## src/rtl/spi_pkg.sv

```systemverilog
// Shared constants, register layout and FSM state type for the Wishbone SPI master.
package spi_pkg;

    localparam logic [1:0] ADDR_CTRL = 2'd0;
    localparam logic [1:0] ADDR_DIV  = 2'd1;
    localparam logic [1:0] ADDR_TX   = 2'd2;
    localparam logic [1:0] ADDR_RX   = 2'd3;

    localparam int CTRL_CPHA    = 0;
    localparam int CTRL_CPOL    = 1;
    localparam int CTRL_LSB     = 2;
    localparam int CTRL_LEN_LSB = 4;
    localparam int CTRL_LEN_W   = 5;
    localparam int CTRL_CS_LSB  = 12;
    localparam int CTRL_CS_W    = 4;
    localparam int CTRL_HOLD    = 16;
    localparam int CTRL_BUSY    = 31;

    localparam logic [31:0] CTRL_MASK = 32'h0001_F1F7;

    typedef enum logic [1:0] {IDLE, SETUP, SHIFT, HOLD} spi_state_e;

    // MSB-first words are moved to the top so both orders shift out from a fixed end.
    function automatic logic [31:0] tx_align(input logic [31:0] tx, input logic [4:0] len,
                                             input logic lsb);
        if (lsb) tx_align = tx;
        else     tx_align = tx << (5'd31 - len);
    endfunction

    function automatic logic [31:0] rx_align(input logic [31:0] rx, input logic [4:0] len,
                                             input logic lsb);
        if (lsb) rx_align = rx >> (5'd31 - len);
        else     rx_align = rx;
    endfunction

endpackage

```

## src/rtl/spi_clkgen.sv

```systemverilog
// SCK half-period timer: reloads from the divider captured at transfer start and
// flags leading/trailing SCK edges while the FSM is shifting.
module spi_clkgen #(
    parameter int DIV_W = 8
) (
    input  logic             clock,
    input  logic             reset,
    input  logic             start_i,
    input  logic             run_i,
    input  logic             shift_i,
    input  logic [DIV_W-1:0] div_i,
    output logic             tick_o,
    output logic             lead_o,
    output logic             trail_o
);

    logic [DIV_W-1:0] div_q;
    logic [DIV_W-1:0] cnt_q;
    logic             phase_q;

    // Half-period down-counter and edge-phase toggle.
    always_ff @(posedge clock) begin
        if (reset) begin
            div_q   <= {DIV_W{1'b0}};
            cnt_q   <= {DIV_W{1'b0}};
            phase_q <= 1'b0;
        end else if (start_i) begin
            div_q   <= div_i;
            cnt_q   <= div_i;
            phase_q <= 1'b0;
        end else if (run_i) begin
            if (cnt_q == {DIV_W{1'b0}}) begin
                cnt_q <= div_q;
                if (shift_i) phase_q <= ~phase_q;
            end else begin
                cnt_q <= cnt_q - {{(DIV_W-1){1'b0}}, 1'b1};
            end
        end
    end

    assign tick_o  = run_i & (cnt_q == {DIV_W{1'b0}});
    assign lead_o  = tick_o & shift_i & ~phase_q;
    assign trail_o = tick_o & shift_i & phase_q;

endmodule

```

## src/rtl/wb_spi_master.sv

```systemverilog
// Wishbone-slave SPI master: register decode, transfer FSM, shift registers and
// chip-select control; SCK timing comes from spi_clkgen.
module wb_spi_master
    import spi_pkg::*;
#(
    parameter int NUM_CS = 4,
    parameter int DIV_W  = 8
) (
    input  logic              clock,
    input  logic              reset,
    input  logic              io_wb_cyc,
    input  logic              io_wb_stb,
    input  logic              io_wb_we,
    input  logic [1:0]        io_wb_addr,
    input  logic [31:0]       io_wb_data_in,
    output logic              io_wb_stall,
    output logic              io_wb_ack,
    output logic [31:0]       io_wb_data_out,
    output logic [NUM_CS-1:0] io_spi_cs_n,
    output logic              io_spi_sck,
    output logic              io_spi_mosi,
    input  logic              io_spi_miso,
    output logic              io_irq
);

    logic [31:0]       ctrl_q, tx_q, rxdata_q, dout_q, tx_sh_q, rx_sh_q;
    logic [DIV_W-1:0]  div_q;
    spi_state_e        state_q;
    logic              cpha_q, lsb_q, hold_q, sck_q, mosi_q, irq_q, ack_q;
    logic [4:0]        len_q;
    logic [5:0]        edge_q;
    logic [NUM_CS-1:0] cs_n_q, cs_sel_d;

    logic        busy_d, stall_d, req_d, start_d, ctrl_wr_d;
    logic        tick_d, lead_d, trail_d, drive_d, sample_d, last_edge_d;
    logic [31:0] rdata_d, init_sh_d, init_next_d, out_next_d;
    logic        init_bit_d, out_bit_d;

    assign busy_d      = (state_q != IDLE);
    assign stall_d     = busy_d & io_wb_stb & io_wb_we & (io_wb_addr == ADDR_TX);
    assign req_d       = io_wb_cyc & io_wb_stb & ~stall_d;
    assign start_d     = req_d & io_wb_we & (io_wb_addr == ADDR_TX);
    assign ctrl_wr_d   = req_d & io_wb_we & (io_wb_addr == ADDR_CTRL);
    assign drive_d     = cpha_q ? lead_d : trail_d;
    assign sample_d    = cpha_q ? trail_d : lead_d;
    assign last_edge_d = (edge_q == {len_q, 1'b1});
    assign init_sh_d   = tx_align(io_wb_data_in, ctrl_q[CTRL_LEN_LSB +: CTRL_LEN_W], ctrl_q[CTRL_LSB]);

    spi_clkgen #(.DIV_W(DIV_W)) u_clkgen (
        .clock   (clock),
        .reset   (reset),
        .start_i (start_d),
        .run_i   (busy_d),
        .shift_i (state_q == SHIFT),
        .div_i   (div_q),
        .tick_o  (tick_d),
        .lead_o  (lead_d),
        .trail_o (trail_d)
    );

    // Bit selection for the first (at start) and subsequent shift-out steps.
    always_comb begin
        if (ctrl_q[CTRL_LSB]) begin
            init_bit_d  = init_sh_d[0];
            init_next_d = init_sh_d >> 1;
        end else begin
            init_bit_d  = init_sh_d[31];
            init_next_d = init_sh_d << 1;
        end
        if (lsb_q) begin
            out_bit_d  = tx_sh_q[0];
            out_next_d = tx_sh_q >> 1;
        end else begin
            out_bit_d  = tx_sh_q[31];
            out_next_d = tx_sh_q << 1;
        end
    end

    // Chip-select decode; an index beyond NUM_CS selects nothing.
    always_comb begin
        cs_sel_d = {NUM_CS{1'b1}};
        for (int i = 0; i < NUM_CS; i++) begin
            if (ctrl_q[CTRL_CS_LSB +: CTRL_CS_W] == 4'(i)) cs_sel_d[i] = 1'b0;
            else                                          cs_sel_d[i] = 1'b1;
        end
    end

    // Register read multiplexer.
    always_comb begin
        case (io_wb_addr)
            ADDR_CTRL: rdata_d = ctrl_q | {busy_d, 31'h0};
            ADDR_DIV:  rdata_d = 32'(div_q);
            ADDR_TX:   rdata_d = tx_q;
            ADDR_RX:   rdata_d = rxdata_q;
            default:   rdata_d = 32'h0;
        endcase
    end

    // Wishbone register file, acknowledge and read data.
    always_ff @(posedge clock) begin
        if (reset) begin
            ctrl_q <= 32'h0;
            div_q  <= {DIV_W{1'b0}};
            tx_q   <= 32'h0;
            ack_q  <= 1'b0;
            dout_q <= 32'h0;
        end else begin
            ack_q  <= req_d;
            dout_q <= (req_d & ~io_wb_we) ? rdata_d : 32'h0;
            if (req_d & io_wb_we) begin
                case (io_wb_addr)
                    ADDR_CTRL: ctrl_q <= io_wb_data_in & CTRL_MASK;
                    ADDR_DIV:  div_q  <= io_wb_data_in[DIV_W-1:0];
                    ADDR_TX:   tx_q   <= io_wb_data_in;
                    default:   ctrl_q <= ctrl_q;
                endcase
            end
        end
    end

    // Transfer FSM with its shift registers and SPI pin registers.
    always_ff @(posedge clock) begin
        if (reset) begin
            state_q  <= IDLE;
            cpha_q   <= 1'b0;
            lsb_q    <= 1'b0;
            hold_q   <= 1'b0;
            len_q    <= 5'd0;
            edge_q   <= 6'd0;
            tx_sh_q  <= 32'h0;
            rx_sh_q  <= 32'h0;
            rxdata_q <= 32'h0;
            sck_q    <= 1'b0;
            mosi_q   <= 1'b0;
            irq_q    <= 1'b0;
            cs_n_q   <= {NUM_CS{1'b1}};
        end else begin
            irq_q <= 1'b0;
            case (state_q)
                IDLE: begin
                    sck_q <= ctrl_q[CTRL_CPOL];
                    if (start_d) begin
                        state_q <= SETUP;
                        cpha_q  <= ctrl_q[CTRL_CPHA];
                        lsb_q   <= ctrl_q[CTRL_LSB];
                        hold_q  <= ctrl_q[CTRL_HOLD];
                        len_q   <= ctrl_q[CTRL_LEN_LSB +: CTRL_LEN_W];
                        edge_q  <= 6'd0;
                        rx_sh_q <= 32'h0;
                        cs_n_q  <= cs_sel_d;
                        if (ctrl_q[CTRL_CPHA]) begin
                            tx_sh_q <= init_sh_d;
                        end else begin
                            mosi_q  <= init_bit_d;
                            tx_sh_q <= init_next_d;
                        end
                    end else if (ctrl_wr_d && !io_wb_data_in[CTRL_HOLD]) begin
                        cs_n_q <= {NUM_CS{1'b1}};
                    end
                end
                SETUP: begin
                    if (tick_d) state_q <= SHIFT;
                end
                SHIFT: begin
                    if (tick_d) begin
                        sck_q  <= ~sck_q;
                        edge_q <= edge_q + 6'd1;
                        if (drive_d) begin
                            mosi_q  <= out_bit_d;
                            tx_sh_q <= out_next_d;
                        end
                        if (sample_d) begin
                            if (lsb_q) rx_sh_q <= {io_spi_miso, rx_sh_q[31:1]};
                            else       rx_sh_q <= {rx_sh_q[30:0], io_spi_miso};
                        end
                        if (last_edge_d) state_q <= HOLD;
                    end
                end
                HOLD: begin
                    if (tick_d) begin
                        state_q  <= IDLE;
                        irq_q    <= 1'b1;
                        rxdata_q <= rx_align(rx_sh_q, len_q, lsb_q);
                        if (!hold_q) cs_n_q <= {NUM_CS{1'b1}};
                    end
                end
                default: state_q <= IDLE;
            endcase
        end
    end

    assign io_wb_stall    = stall_d;
    assign io_wb_ack      = ack_q;
    assign io_wb_data_out = dout_q;
    assign io_spi_cs_n    = cs_n_q;
    assign io_spi_sck     = sck_q;
    assign io_spi_mosi    = mosi_q;
    assign io_irq         = irq_q;

endmodule

```

## config.mk

```make
export PLATFORM = sky130hd
export DESIGN_NAME = wb_spi_master
export DESIGN_NICKNAME = d
export VERILOG_FILES = /design/src/rtl/spi_pkg.sv /design/src/rtl/spi_clkgen.sv /design/src/rtl/wb_spi_master.sv
export SDC_FILE = /design/constraint.sdc
export NUM_CORES = 1
export LEC_CHECK = 0
export ABC_CLOCK_PERIOD_IN_PS = 7600
export CAP_MARGIN = 0
export CORE_UTILIZATION = 30
export CTS_CLUSTER_DIAMETER = 100
export DETAILED_ROUTE_END_ITERATION = 7
export PLACE_DENSITY = 0.57
export RECOVER_POWER = 25
export SETUP_SLACK_MARGIN = 0.5
export SYNTH_ARGS = -nofsm -noshare
export SYNTH_HDL_FRONTEND = slang
export SYNTH_SLANG_ARGS = --single-unit
export TNS_END_PERCENT = 20
```

## constraint.sdc

```tcl
create_clock -name clock -period 7.6 [get_ports clock]
set_input_delay 1.52 -clock clock [delete_from_list [all_inputs] [get_ports clock]]
set_output_delay 1.52 -clock clock [all_outputs]
set_load 0.02 [all_outputs]
```

==> flow_summary.toml <==
[logic_synthesis]
synth_seq_cells = 222
yosys.area.top_type = "dfxtp_1"
ys_top_cells_by_area = "dfxtp_1 31%, mux4_2 11%, nand2_1 7.7%"
yosysSeqAreaShare_pct = 31.1
syn_nets = 1729
synth.avg_cell_area_um2 = 8.51
netlist_instances = 1681
synth-async-reset-ratio_pct = 0
synth-edff-count = 0
synth_cell_types = 78
ys.flop_type = "dfxtp_1"
syn_area_um2 = 14300
yosys.area.top_type_share_pct = 31.1
yosys_warnings = 0

[worst_setup_path]
reg2reg_slack_ns = 4.32
path_class = "in2out"
rr_worst_depth = 9
r2r-start = "u_clkgen.cnt_q[0]"
start_kind = "input port"
cp-end-kind = "primary output"
critPathRequiredTime_ns = 6.08
arrival_ns = 3.59
cp_max_fo = 24
reg2reg_to = "rxdata_q[6]"
startpoint = "io_wb_addr[1]"

[clocking]
root_buffer = "clkbuf_16"
postCtsSetupRepairBufs = 0
path_clk_slew_ns = 0.06
cts.repair.resized = 0
cts_hold_buf = 0
tritoncts = "yes"
htree_levels = 1
clock_path_buffers = 3
worstSkewPairLatency_ns = 0.54
cts_buffers = 26
cts_sinks = 222

[routing]
wl_per_cell_um = 21.9
ant_nets = 0
drt_wl_total_um = 49900
drc = 9
dr.pass1.iters = 7
vias = 13214
dr.first_iter.drc_count = 1369
routed_via_density = 5.82

[final_layout]
area_delta_synth_final_pct = 13.6
fillers = 4811
fin_util_pct = 34.8
regArea_um2 = 4450
final_cell_mix = "294 x nand2_1, 216 x dfxtp_1, 168 x a21oi_1"
antenna_cells = 0
multiInputGateArea_um2 = 9110
layoutNonFillerInstCount = 2272
final_common_cell = "nand2_1"
num-nets-final = 1695
layout-drive-gt1-share_pct = 14.0

[grt]
grtUsageTotal_pct = 20.1
grt_max_degree = 78
antenna_found_initial = 1
overflow = 0
grt_pass1_wl_um = 76000
first_global_vias = 12232

[sta]
setup_violations = 0
slew-limit-headroom_pct = -93.3
drv_slew = 105
clock-skew-final_ns = 0.0119
max_freq_ghz = 0.196
fin_crit_sh_pct = 67.2
whs_ns = 0.452
worst_pin_slew_ns = 2.90
layout_min_cycle_time_ns = 5.11
finalSetupTns_ns = 0
final_hold_viol_count = 0
rsz0062_at_grt = "no"

[worst_hold_path]
hp-class = "reg2reg"
min_from = "tx_q[10]"
hold_end = "tx_q[10]"
holdPathStages = 2

[floorplanning]
fp.dieW_um = 220
die_h_um = 220
initial_utilization_pct = 30.6
die_area_um2 = 48600
core_area_um2 = 46800
fp-row-count = 79
ios = 81

[pwr]
p_total_w = 0.00297
p_leak_nw = 5.25
vdd_drop_max_mv = 0.190
pwr_density_cell_nw_per_um2 = 182

[placed_design]
post-dp-hpwl_um = 34500
dp_cells = 2226
numPortBuffers = 80
place_congestion = 0.961

[run_status]
status = "complete, but fails checks"
violations = "DRC, capacitance limit, slew limit"

[job]
cap_violations = 2
## critical path: stages
cell and delay [ns]:
clkdlybuf4s50_1 1.14, and4_1 0.31, clkdlybuf4s50_1 0.60
## final cells by class
class                           instances  area share (%)
Sequential cell                       222            27.4
Clock buffer                           39            4.73
Multi-Input combinational cell       1272            56.0
Tap cell                              607            4.67
Clock inverter                          7           0.747
Timing Repair Buffer                  104            5.92
Inverter                               21           0.485
## synth_stat cells (12+ instances only)
cell        n
a31oi_1    13
mux4_2     68
mux2i_1   108
a211oi_1   20
a221oi_1   17
nand3_1    42
buf_2      31
nand2_1   294
nor3_1     32
nor2_1    113
mux2_2     79
o21ai_0    63
a22oi_1    12
dfxtp_1   222
nand4_1    13
inv_1      18
o211ai_1   21
xor2_1     12
a21oi_1   168
nor2b_1    22
o22ai_1    12
buf_1      24
clkbuf_1  105
## registers in the layout, indices dropped and copies added, names as in the netlist, 2 cells and up
register,flops
rxdata_q,32
ctrl_q,13
rx_sh_q,32
u_clkgen.div_q,8
u_clkgen.cnt_q,8
state_q,2
tx_q,32
edge_q,6
io_spi_cs_n,4
div_q,8
len_q,5
io_wb_data_out,32
tx_sh_q,32
## where the power goes
part           switching [W]  total [W]  internal, W  leakage (nW)
registers          0.0000286    0.00122      0.00119          1.79
clock network       0.000491    0.00129     0.000796         0.439
logic               0.000301   0.000458     0.000156          3.01
## metrics by stage
stage               cell area, um2  worst slack [ns]
floorplan                    14300              3.39
global placement             15400              2.47
detailed placement           15400              2.47
CTS                          16300              2.46
global route                 16300              2.24
finish                       16300              2.49
## layer usage
| layer | vias to the layer above | GRT usage (%) | part of all wire, % |
|---|---|---|---|
| met4 | 2 | 6.78 | 3.5 |
| met2 | 551 | 32.1 | 46 |
| li1 | 6087 | - | - |
| met1 | 6484 | 27.8 | 43 |
| met5 | - | 0 | 0.024 |
| met3 | 90 | 2.82 | 7.3 |
## worst max-delay path by stage
stage | end | slack [ns] | cells after the start
2_1_floorplan | io_wb_stall | 3.39 | 4
3_3_place_gp | io_wb_stall | 2.47 | 3
3_5_place_dp | io_wb_stall | 2.47 | 3
4_1_cts | io_wb_stall | 2.46 | 3
5_1_grt | rxdata_q[8] | 2.24 | 3
6_report | io_wb_stall | 2.49 | 3
## cells by family (layout without fill, tap and decap cells)
logic type	count (synthesis)	count (layout)	share of synthesized area [%]
simple gates	579	579	17.9
compound gates	408	408	18.3
mux	262	262	25.8
flops	222	222	31.1
buf+inv	187	171	5.42
xor+xnor	15	15	0.918
fa+ha+maj	8	8	0.700
(Power assumes the default switching activity.)
